===== config.mk =====
export PLATFORM = sky130hd
export DESIGN_NAME = bothmult
export DESIGN_NICKNAME = d
export VERILOG_FILES = /design/src/rtl/bothmult.sv
export SDC_FILE = /design/constraint.sdc
export NUM_CORES = 1
export LEC_CHECK = 0
export BUFFER_PORTS_ARGS = -buffer_cell sky130_fd_sc_hd__buf_2
export CORE_ASPECT_RATIO = 0.6
export CORE_MARGIN = 4
export CORE_UTILIZATION = 58
export CTS_BUF_LIST = sky130_fd_sc_hd__clkbuf_16
export CTS_CLUSTER_SIZE = 10
export DETAILED_ROUTE_END_ITERATION = 12
export GPL_TIMING_DRIVEN = 0
export HOLD_SLACK_MARGIN = 0.15
export PLACE_DENSITY_LB_ADDON = 0.12
export SYNTH_ARGS = -nofsm -noshare
export SYNTH_HDL_FRONTEND = slang
export SYNTH_SLANG_ARGS = --single-unit
export TNS_END_PERCENT = 10

===== constraint.sdc =====
create_clock -name clk -period 2.9 [get_ports clk]
set_clock_uncertainty 0.1 [all_clocks]
set_input_delay 0.145 -clock clk [delete_from_list [all_inputs] [get_ports clk]]
set_output_delay 0.145 -clock clk [all_outputs]
set_load 0.01 [all_outputs]

===== src/rtl/bothmult.sv =====
// bothmult: 6x6 radix-2 Booth signed multiplier with a serialized 12-bit product.
// Operands A then B arrive on inbus under a start handshake.
// The product leaves as two 6-bit halves on outbus while ready is high.
// Optional macro BOTHMULT_HIGH_FIRST_EN sends product[11:6] before product[5:0].
module bothmult (
  input  logic [5:0] inbus,
  input  logic       start,
  input  logic       clk,
  input  logic       rst,
  output logic [5:0] outbus,
  output logic       ready
);

  localparam int unsigned W       = 6;
  localparam int unsigned ACC_W   = W + 1;          // sign-extended accumulator
  localparam int unsigned P_W     = ACC_W + W + 1;  // {acc, multiplier, booth bit}
  localparam int unsigned DLY_CYC = 2;
  localparam int unsigned ITERS   = W;

  typedef enum logic [2:0] {
    IDLE,
    WAIT_LOW,
    DELAY,
    LOAD_B,
    CALC,
    OUT_LO,
    OUT_HI
  } state_t;

  state_t             state_q, state_d;
  logic [W-1:0]       a_q, a_d;
  logic [P_W-1:0]     p_q, p_d;
  logic [1:0]         dly_q, dly_d;
  logic [2:0]         iter_q, iter_d;
  logic [W-1:0]       outbus_q, outbus_d;
  logic               ready_q, ready_d;

  logic [ACC_W-1:0]   acc;
  logic [ACC_W-1:0]   a_ext;
  logic [ACC_W-1:0]   sum;
  logic [P_W-1:0]     p_shift;
  logic [2*W-1:0]     product;

  // Booth step: add/subtract A into the upper part, then arithmetic shift right.
  always_comb begin
    acc   = p_q[P_W-1 -: ACC_W];
    a_ext = {a_q[W-1], a_q};
    sum   = acc;
    case (p_q[1:0])
      2'b10:   sum = acc - a_ext;
      2'b01:   sum = acc + a_ext;
      default: sum = acc;
    endcase
    p_shift = {sum[ACC_W-1], sum, p_q[W:1]};
    product = p_q[2*W:1];
  end

  // Next-state, datapath and registered-output decode.
  always_comb begin
    state_d  = state_q;
    a_d      = a_q;
    p_d      = p_q;
    dly_d    = dly_q;
    iter_d   = iter_q;
    ready_d  = 1'b0;
    outbus_d = '0;

    case (state_q)
      IDLE: begin
        if (start) begin
          a_d     = inbus;
          state_d = WAIT_LOW;
        end
      end
      WAIT_LOW: begin
        if (!start) begin
          dly_d   = '0;
          state_d = DELAY;
        end
      end
      DELAY: begin
        dly_d = dly_q + 2'd1;
        if (dly_q == 2'(DLY_CYC - 1)) begin
          state_d = LOAD_B;
        end
      end
      LOAD_B: begin
        p_d     = {ACC_W'(0), inbus, 1'b0};
        iter_d  = '0;
        state_d = CALC;
      end
      CALC: begin
        p_d    = p_shift;
        iter_d = iter_q + 3'd1;
        if (iter_q == 3'(ITERS - 1)) begin
`ifdef BOTHMULT_HIGH_FIRST_EN
          state_d = OUT_HI;
`else
          state_d = OUT_LO;
`endif
        end
      end
      OUT_LO: begin
        ready_d  = 1'b1;
        outbus_d = product[W-1:0];
`ifdef BOTHMULT_HIGH_FIRST_EN
        state_d  = IDLE;
`else
        state_d  = OUT_HI;
`endif
      end
      OUT_HI: begin
        ready_d  = 1'b1;
        outbus_d = product[2*W-1:W];
`ifdef BOTHMULT_HIGH_FIRST_EN
        state_d  = OUT_LO;
`else
        state_d  = IDLE;
`endif
      end
      default: begin
        state_d = IDLE;
      end
    endcase
  end

  // State and output registers with synchronous active-low reset.
  always_ff @(posedge clk) begin
    if (!rst) begin
      state_q  <= IDLE;
      a_q      <= '0;
      p_q      <= '0;
      dly_q    <= '0;
      iter_q   <= '0;
      outbus_q <= '0;
      ready_q  <= 1'b0;
    end else begin
      state_q  <= state_d;
      a_q      <= a_d;
      p_q      <= p_d;
      dly_q    <= dly_d;
      iter_q   <= iter_d;
      outbus_q <= outbus_d;
      ready_q  <= ready_d;
    end
  end

  assign outbus = outbus_q;
  assign ready  = ready_q;

endmodule


## Yosys cells after proc, flatten, opt, wreduce, memory -nomap -nowiden

Cells that the tools add are included.

- Logic and storage cells: 44
- Flip-flop bits (word level): 35
- Output and inout bits: 7
- Input port bits: 9

- Add/sub/neg operators: 4
- Reduce and logical (&&, ||, !) cells: 7
- Multiplexer cells: 12
- Equality and inequality tests: 14

Operator list:

| cell | number |
|---|---|
| $pmux 14 s2 | 1 |
| $pmux 3 s6 | 1 |
| $pmux 7 s2 | 1 |
| $eq 3x3->1 const B | 4 |
| $mux 3 | 4 |
| $pmux 6 s2 | 1 |
| $ne 2x2->1 const B | 4 |
| $add 7x7->7 | 1 |
| $sub 7x7->7 | 1 |
| $eq 3x2->1 const B | 2 |
| $pmux 3 s2 | 1 |
| $eq 2x1->1 const B | 2 |
| $pmux 2 s2 | 1 |
| $reduce_and 2->1 | 2 |
| $reduce_and 4->1 | 1 |
| $reduce_bool 2->1 | 2 |
| $add 3x1->3 const B | 1 |
| $eq 3x1->1 const B | 1 |
| $logic_not 3->1 | 1 |
| $add 2x1->2 const B | 1 |
| $eq 2x2->1 const B | 1 |
| $mux 2 | 1 |
| $reduce_or 2->1 | 1 |
| $mux 1 | 1 |

## Depth between registers and ports, before layout

Gate-level depths: netlist (run 1).

- Depth in word-level cells: 3
- Gate-level depth with buffers: 10
- Mapped depth without buffers: 10

## Worst setup path after synthesis (run 1)

Ideal clock, no wire load.

- Kind: register to register
- Start: reg p_q[1]
- End: reg p_q[11]
- Required time: 2.666 ns
- Stages on the path, launching flop included: 9
- Setup time: 0.134 ns
- Slack: 0.786 ns
- Clock period less this slack: 2.114 ns
- Buffers on the path: 0
- Arrival time: 1.880 ns
- Path through: dfxtp_1 -> inv_1 -> ha_1 -> mux2_2 -> ha_1 -> a211oi_1 -> o21bai_1 -> a21oi_1 -> o221ai_1

- Cells in the longest elaborated chain, start to end: 3
- Elaborated cells on any way between the ends: 4
- Those cells by class: 2 x eq/ne; 2 x mux

Ends and longest elaborated chain:

| element | line | RTL |
|---|---|---|
| start, declared | 32 | `logic [P_W-1:0] p_q, p_d;` |
| start signal, assigned | 140 | `p_q <= p_d;` |
| $eq 2x1->1 / $eq 2x2->1 (equally long branches) | 49 | `case (p_q[1:0])` |
| $pmux 7 s2 * | 49 |  |
| $pmux 14 s2 * | 68 | `case (state_q)` |

Mark *: on every way between the ends. The rest lies on a longest branch, timed or not.
A chain may end at the register's enable or synchronous reset.

## Final worst setup path (run 1)

- Start: reg p_q[1]
- End: reg p_q[10]

The elaborated chain is that of the path after synthesis.

==> run metrics, run 1 <==
TritonCTS clock tree=yes; core area=0.00293 mm^2; R2R setup slack=0.34 ns; Crit. Startpoint=p_q[1]; layout cells sized above 1=15.5%; GRT overflow=0; ys flop type=dfxtp_1; die area=0.00412 mm^2; fin crit period=2.56 ns; Pwr per Cell Area=530 mW/mm^2; # resized after CTS=0; fin area=0.00214 mm^2; GR Util met1=33.2%; Max clock buf depth=2; number of global-route vias before repair=1623; most frequent cells in the layout=37 x nor2_1, 34 x dfxtp_1, 19 x buf_2, 18 x nand2_1, 12 x a21oi_1; CP required=2.99 ns; CTS H-tree depth=2; vias=1715; first-pass GRT wire length=7.79 mm; crit path buf inv count=2; FF-to-FF Start=p_q[1]; final hold violations=0; Worst-path clk slew=0.05 ns; Setup crit start kind=flop; DRC errors left=0; final setup fails=0; CP delay by family, top=adder cells; Slew Limit Fails=0; Clock Tree Root=clkbuf_16; CP Depth=10; syn_nets=232; FMAX=391 MHz; gr busiest metal=met2; Slowest-stage cell, CP=fa_1; crit-path max cell delay=0.44 ns; nets@finish=261; DR WL/cell=16.8 um; placed wire-length estimate=3.41 mm; site row count=15; grt met2 use=38.3%; mapped cell area=0.00182 mm^2; Leakage=0.861 nW; worst endpoint data arrival time=2.65 ns; IO Pins=16; # clock sinks=34; Fill cells=240; number of enable flip-flop cells after synthesis=0; worst r2r path cells=10; synthesis-to-finish area growth=18.0%; Crit path top cell by count=inv_1; WL final=4.71 mm; Seq/Total Area, Yosys=37.4%; initial antenna violation count=0; clock latency at the later pin of the worst-skew pair=0.27 ns; largest net degree at the start of global routing=11; maximum fanout along the worst path=7; vias per cell=6.10; Max-slew headroom=64.9%; ys async rst share=0%; area of the multi-input gates=0.00105 mm^2; maxcap violations=0; Die Span X=80.3 um; FF+latch count, synth=34; most common cell after layout, fill and taps aside=nor2_1; worst-margin pin slew=0.526 ns; Pre-Repair DR Iteration Count=5; Area after DPL=0.00195 mm^2; Post-DRT Antenna Nets=0; Setup TNS=0 ns; met3 usage=7.75%; gpl congestion=0.831; maximum vdd ir drop=0.298 mV; Final Worst Setup Slack=0.341 ns; Worst Setup End Kind=flop; Synth Area per Inst=8.62 um^2; Reg area=681 um^2; Total GRT Usage=25.2%; Cell Chain, Critical Path=inv_1 > ha_1 > mux2_2 > inv_1 > fa_1 > nor2b_1 > o21a_1 > nor3_1 > nand3b_1 > a31oi_1; Post-Synthesis Cells=211; Initial Utilization=62.1%; synth warn=0; critical setup path kind=flop to flop; fin crit share=88.2%; Die Span Y=51.4 um; pre-CTS setup slack=0.512 ns; r2r endpoint=p_q[10]; Diodes inserted=0; RSZ-0062 raised after global routing=false; CP endpoint=p_q[10]; Hold Path Class=input pin to flop; Unique masters post-synth=47; clock buffer count from CTS=5; result of the run=finished clean; DRT iter0 DRCs=204; port bufs=15
[report_power, final]
part	total, mW	leakage (nW)	internal [mW]	switching [mW]
logic	0.162	0.523	0.0686	0.0938
registers	0.491	0.275	0.479	0.0115
clock network	0.484	0.0632	0.305	0.179
total	1.14	0.861	0.852	0.284
[what timing repair did]
action	in CTS	in global routing
setup buffers	0	0
hold buffers	7	0
setup endpoints to repair	0	0
endpoints found under the hold margin	15	0
[how the worst min path moves through the flow]
stage / cells past startpoint / endpoint / from
after CTS: 4 / state_q[1] / start
after floorplan: 2 / p_q[6] / inbus[5]
after global placement: 3 / p_q[6] / inbus[5]
final: 4 / state_q[1] / start
after detailed placement: 3 / a_q[3] / inbus[3]
after global routing: 4 / state_q[1] / start
[cells by family after synthesis]
group / synth area share [%]
xor+xnor: 3.37
simple gates: 22.4
mux: 4.47
flops: 37.4
buf+inv: 5.02
compound gates: 18.6
fa+ha+maj: 8.67
[layer usage]
layer | vias to the layer above | share of wire, % | wire, um
met5 | - | 0 | 0
met4 | 0 | 3.3 | 154
met3 | 25 | 9.9 | 467
met2 | 101 | 43 | 2040
met1 | 784 | 44 | 2050
li1 | 805 | - | -
[worst reg2reg max path, cell delays in order (launching register included)]
cell	delay, ns
dfxtp_1	0.39
inv_1	0.07
ha_1	0.27
mux2_2	0.28
inv_1	0.05
fa_1	0.44
nor2b_1	0.26
o21a_1	0.17
nor3_1	0.04
nand3b_1	0.19
a31oi_1	0.21
[area by class of cell]
type                            instances  area share (%)
Clock inverter                          1           0.175
Tap cell                               42            2.45
Sequential cell                        34            31.7
Clock buffer                            5            5.83
Multi-Input combinational cell        158            48.8
Inverter                                9            1.58
Buffer                                 10            2.68
Timing Repair Buffer                   22            6.77
[sequential cells by signal (all words and copies together) (netlist names)]
signal,flops
a_q,6
dly_q,2
iter_q,3
outbus,6
p_q,13
ready,1
state_q,3
[cell usage after synthesis (all sizes together) (2+ instances only)]
library cell,number,area (um^2)
buf,6,42.5
a31oi,3,18.8
clkbuf,4,15.0
nor3,3,26.3
inv,9,33.8
nand3,7,35.0
nand2,18,67.6
a311oi,4,35.0
o221a,2,22.5
nand2b,4,32.5
o21ai,5,25.0
a22oi,10,75.1
xor2,6,52.6
a21oi,12,60.1
mux2i,7,70.1
o21a,2,15.0
nor2,39,151
ha,11,138
dfxtp,34,681
nor2b,4,25.0
or2,2,12.5
[stage by stage]
step | cells | utilization (%) | hold WS (ns) | total power [mW]
after floorplan | 211 | - | 0.181 | 0.607
after global placement | 268 | 66.5 | 0.304 | 0.638
after detailed placement | 268 | 66.5 | 0.320 | 0.649
after CTS | 281 | 73.2 | 0.157 | 1.13
after global routing | 281 | 73.2 | 0.173 | 1.17
final | 281 | 73.2 | 0.153 | 1.14
(Power assumes the default switching activity.)
==> run 2, diff against run 1 <==
--- a/config.mk
+++ b/config.mk
@@ -5,14 +5,14 @@
 export SDC_FILE = /design/constraint.sdc
 export NUM_CORES = 1
 export LEC_CHECK = 0
-export BUFFER_PORTS_ARGS = -buffer_cell sky130_fd_sc_hd__buf_2
 export CORE_ASPECT_RATIO = 0.6
 export CORE_MARGIN = 4
-export CORE_UTILIZATION = 58
+export CORE_UTILIZATION = 62
 export CTS_BUF_LIST = sky130_fd_sc_hd__clkbuf_16
 export CTS_CLUSTER_SIZE = 10
 export DETAILED_ROUTE_END_ITERATION = 12
-export GPL_TIMING_DRIVEN = 0
+export DONT_BUFFER_PORTS = 1
+export GPL_TIMING_DRIVEN = 1
 export HOLD_SLACK_MARGIN = 0.15
 export PLACE_DENSITY_LB_ADDON = 0.12
 export SYNTH_ARGS = -nofsm -noshare
==> constraint.sdc (replaced) <==
create_clock -name clk -period 2.75 [get_ports clk]
set_clock_uncertainty 0.1 [all_clocks]
set_input_delay 0.1375 -clock clk [delete_from_list [all_inputs] [get_ports clk]]
set_output_delay 0.1375 -clock clk [all_outputs]
set_load 0.01 [all_outputs]
==> run 2 against run 1 <==
Compared with the run above: global-route usage is 1.7 points lower; critical path type unchanged; largest cell class unchanged; die area is 5.6% lower; utilization is 4.0 points higher; worst hold slack better by 0.0049 ns; highest routed layer unchanged; count of clock-buffer cells in the layout stayed put; sequential power is 6.7% higher.
==> run metrics, run 2 (same netlist as run 1, synthesis figures left out) <==
Post-DRT Antenna Nets=0; final hold violations=0; FF-to-FF Start=p_q[1]; CTS H-tree depth=2; synthesis-to-finish area growth=12.3%; fin crit period=2.42 ns; layout cells sized above 1=8.26%; Total GRT Usage=23.5%; FMAX=414 MHz; critical setup path kind=flop to flop; Area after DPL=0.00181 mm^2; Seq pwr share=43.8%; die area=0.00389 mm^2; core area=0.00265 mm^2; setup bufs post-CTS=0; IO Pins=16; DR WL/cell=15.9 um; site row count=14; Fill cells=174; Worst Setup End Kind=flop; DRC errors left=0; gr busiest metal=met1; WL final=4.11 mm; Diodes inserted=0; Setup TNS=0 ns; Setup crit start kind=flop; Initial Utilization=68.7%; gpl congestion=0.851; most frequent cells in the layout=37 x nor2_1, 34 x dfxtp_1, 18 x nand2_1, 12 x a21oi_1, 11 x ha_1; Die Span Y=49.9 um; cell-internal power=0.900 mW; Top reg by flops=p_q; first-pass GRT wire length=7.09 mm; fin area=0.00204 mm^2; fin crit share=87.9%; TritonCTS clock tree=yes; # clock sinks=34; Worst-path clk slew=0.05 ns; maxcap violations=0; GRT overflow=0; placed wire-length estimate=3.02 mm; nets@finish=238; clock buffer count from CTS=5; Max clock buf depth=2; vias per cell=5.97; result of the run=finished clean; Hold-fix buffers, CTS=9; Slew Limit Fails=0; # resized after CTS=0; worst-margin pin slew=0.617 ns; worst endpoint data arrival time=2.52 ns; min-delay src=start; initial antenna violation count=0; maximum vdd ir drop=0.458 mV; GR Util met1=33.8%; max reg flops=13; Die Span X=77.9 um; RSZ-0062 raised after global routing=false; grt met2 use=33.2%; clock latency at the later pin of the worst-skew pair=0.28 ns; DRT iter0 DRCs=140; area of the multi-input gates=0.00105 mm^2; Hold Path Class=input pin to flop; Reg area=681 um^2; Max-slew headroom=58.8%; sw frac=24.7%; most common cell after layout, fill and taps aside=nor2_1; Clk network pwr share=44.0%; Final Util=77.2%; CP required=2.85 ns; Leakage=0.773 nW; Pwr per Cell Area=586 mW/mm^2; met3 usage=6.73%; final setup fails=0; Clock Tree Root=clkbuf_16; Pre-Repair DR Iteration Count=4; largest net degree at the start of global routing=26; Crit. Startpoint=p_q[1]; number of global-route vias before repair=1451; port bufs=0; vias=1541; maximum fanout along the worst path=7; Psw=0.296 mW; Comb power frac=12.2%
## run 2: per-layer routing
metal	wire (um)	vias up
met5	0	-
li1	-	759
met2	1760	77
met4	71	0
met3	346	13
met1	1940	692
## run 2: worst paths after layout
check | to | depth (start not counted) | slack, ns
setup / recovery | p_q[10] | 10 | 0.33
hold / removal | state_q[0] | 5 | 0.16
setup reg to reg | p_q[10] | 10 | 0.33
hold reg to reg | p_q[2] | 2 | 0.42
## run 2: through the flow
step                worst slack [ns]  power, mW  hold WS, ns  std cells
floorplan                      0.636      0.640        0.173        211
global placement               0.518      0.656        0.181        241
detailed placement             0.405      0.665        0.187        241
CTS                            0.375       1.20        0.154        258
global route                   0.208       1.25        0.179        258
finish                         0.333       1.20        0.158        258
## run 2: layout make-up
type | count | area share (%)
Timing Repair Buffer | 9 | 4.41
Multi-Input combinational cell | 158 | 51.2
Inverter | 9 | 1.65
Clock buffer | 5 | 6.13
Tap cell | 40 | 2.45
Sequential cell | 34 | 33.3
Clock inverter | 3 | 0.797
## run 2: worst max-delay path, stage by stage, from the launching register on
cell and delay, ns:
dfxtp_1 0.39, inv_1 0.06, ha_1 0.25, mux2_2 0.27, inv_1 0.05, fa_1 0.43
nor2b_1 0.21, o21a_1 0.19, nor3_1 0.06, nand3b_1 0.16, a31oi_1 0.17
## run 2: power groups by stage
stage | registers (mW) | clock network [mW] | logic [mW]
finish | 0.524 | 0.526 | 0.146
global placement | 0.532 | 0 | 0.125
detailed placement | 0.533 | 0 | 0.131
floorplan | 0.524 | 0 | 0.116
CTS | 0.523 | 0.535 | 0.145
global route | 0.525 | 0.561 | 0.165
==> run 3, diff against run 2 <==
==> constraint.sdc (replaced) <==
create_clock -name clk -period 2.75 [get_ports clk]
set_clock_uncertainty 0.1 [all_clocks]
set_input_delay 0.4125 -clock clk [delete_from_list [all_inputs] [get_ports clk]]
set_output_delay 0.4125 -clock clk [all_outputs]
set_load 0.01 [all_outputs]
==> run 3 against run 2 <==
Compared with the run above: die area did not move; first-iteration DRC count rose by 15%; routed wire length fell by 2.0%; maximum frequency rose by 0.19%; total power fell by 1.0%; final cell count fell by 3.5%; combinational power fell by 9%; worst hold slack improved by 0.017 ns; critical endpoint unchanged.
==> run metrics, run 3 (same netlist as run 1, synthesis figures left out) <==
Placed Cells=241; FMAX=414 MHz; vias=1535; placed wire-length estimate=3.02 mm; DR WL/cell=16.2 um; Total GRT Usage=22.9%; Reg area=681 um^2; die area=0.00389 mm^2; clock buffer count from CTS=5; area of the multi-input gates=0.00105 mm^2; maxcap violations=0; DRT iter0 DRCs=161; Hold Path Class=input pin to flop; gpl congestion=0.851; Fill cells=185; Pwr per Cell Area=606 mW/mm^2; layout cells sized above 1=8.61%; Top reg by flops=p_q; Die Span X=77.9 um; synthesis-to-finish area growth=7.36%; worst endpoint data arrival time=2.52 ns; Pre-Repair DR Iteration Count=5; Comb power frac=11.2%; Setup crit start kind=flop; IO Pins=16; Slew Limit Fails=0; Clk network pwr share=44.5%; Die Span Y=49.9 um; largest net degree at the start of global routing=26; GRT overflow=0; Setup TNS=0 ns; initial antenna violation count=0; fin crit period=2.41 ns; first-pass GRT wire length=6.93 mm; setup bufs post-CTS=0; # resized after CTS=0; Clock Tree Root=clkbuf_16; RSZ-0062 raised after global routing=false; maximum vdd ir drop=0.448 mV; result of the run=finished clean; Worst Setup End Kind=flop; Initial Utilization=68.7%; fin crit share=87.7%; Leakage=0.733 nW; TritonCTS clock tree=yes; Seq pwr share=44.3%; site row count=14; final setup fails=0; WL final=4.03 mm; Post-Layout Cell Count=249; most frequent cells in the layout=37 x nor2_1, 34 x dfxtp_1, 18 x nand2_1, 12 x a21oi_1, 11 x ha_1; max reg flops=13; core area=0.00265 mm^2; maximum fanout along the worst path=7; CP required=2.85 ns; clock latency at the later pin of the worst-skew pair=0.28 ns; critical setup path kind=flop to flop; most common cell after layout, fill and taps aside=nor2_1; Diodes inserted=0; final hold violations=0; Hold-fix buffers, CTS=0; worst-margin pin slew=0.620 ns; number of global-route vias before repair=1396; sw frac=24.7%; Worst-path clk slew=0.05 ns; vias per cell=6.16; Psw=0.292 mW; DRC errors left=0; Max clock buf depth=2; # clock sinks=34; Post-DRT Antenna Nets=0; cell-internal power=0.891 mW; CTS H-tree depth=2; Max-slew headroom=58.5%; nets@finish=229; port bufs=0
-- run 3: through the flow --
| stage | utilization, % | worst slack (ns) | area (um^2) | total power [mW] | hold WS (ns) |
|---|---|---|---|---|---|
| finish | 73.8 | 0.337 | 1950 | 1.18 | 0.175 |
| global route | 73.8 | 0.208 | 1950 | 1.24 | 0.176 |
| CTS | 73.8 | 0.376 | 1950 | 1.19 | 0.173 |
| detailed placement | 68.4 | 0.405 | 1810 | 0.665 | 0.403 |
| global placement | 68.4 | 0.518 | 1810 | 0.656 | 0.391 |
| floorplan | - | 0.636 | 1820 | 0.640 | 0.349 |
-- run 3: final timing paths --
path         slack [ns]     start  cells after the start  endpoint
max                0.34    p_q[1]                     10   p_q[10]
min                0.17  inbus[5]                      2    p_q[6]
max reg2reg        0.34    p_q[1]                     10   p_q[10]
min reg2reg        0.42    p_q[5]                      2    p_q[5]
-- run 3: per-layer routing --
layer | part of all wire [%] | global-route usage, %
met1 | 47 | 33.2
met2 | 42 | 31.3
met3 | 9.8 | 8.18
met4 | 0.94 | 6.98
met5 | 0 | 0
-- run 3: worst max-delay path, cell delays in order (launching register included) --
cell	delay (ns)
dfxtp_1	0.39
inv_1	0.07
ha_1	0.25
mux2_2	0.27
inv_1	0.05
fa_1	0.43
nor2b_1	0.20
o21a_1	0.19
nor3_1	0.06
nand3b_1	0.16
a31oi_1	0.17
-- run 3: layout make-up --
| class | count | area share (%) |
|---|---|---|
| Multi-Input combinational cell | 158 | 53.6 |
| Tap cell | 40 | 2.56 |
| Inverter | 9 | 1.73 |
| Sequential cell | 34 | 34.9 |
| Clock inverter | 3 | 0.833 |
| Clock buffer | 5 | 6.41 |
-- run 3: power by group through the flow --
stage / combinational (mW) / sequential, mW / clock [mW]
after global placement: 0.125 / 0.532 / 0
after floorplan: 0.116 / 0.524 / 0
after global routing: 0.151 / 0.525 / 0.561
after CTS: 0.132 / 0.523 / 0.535
final: 0.133 / 0.524 / 0.527
after detailed placement: 0.131 / 0.533 / 0
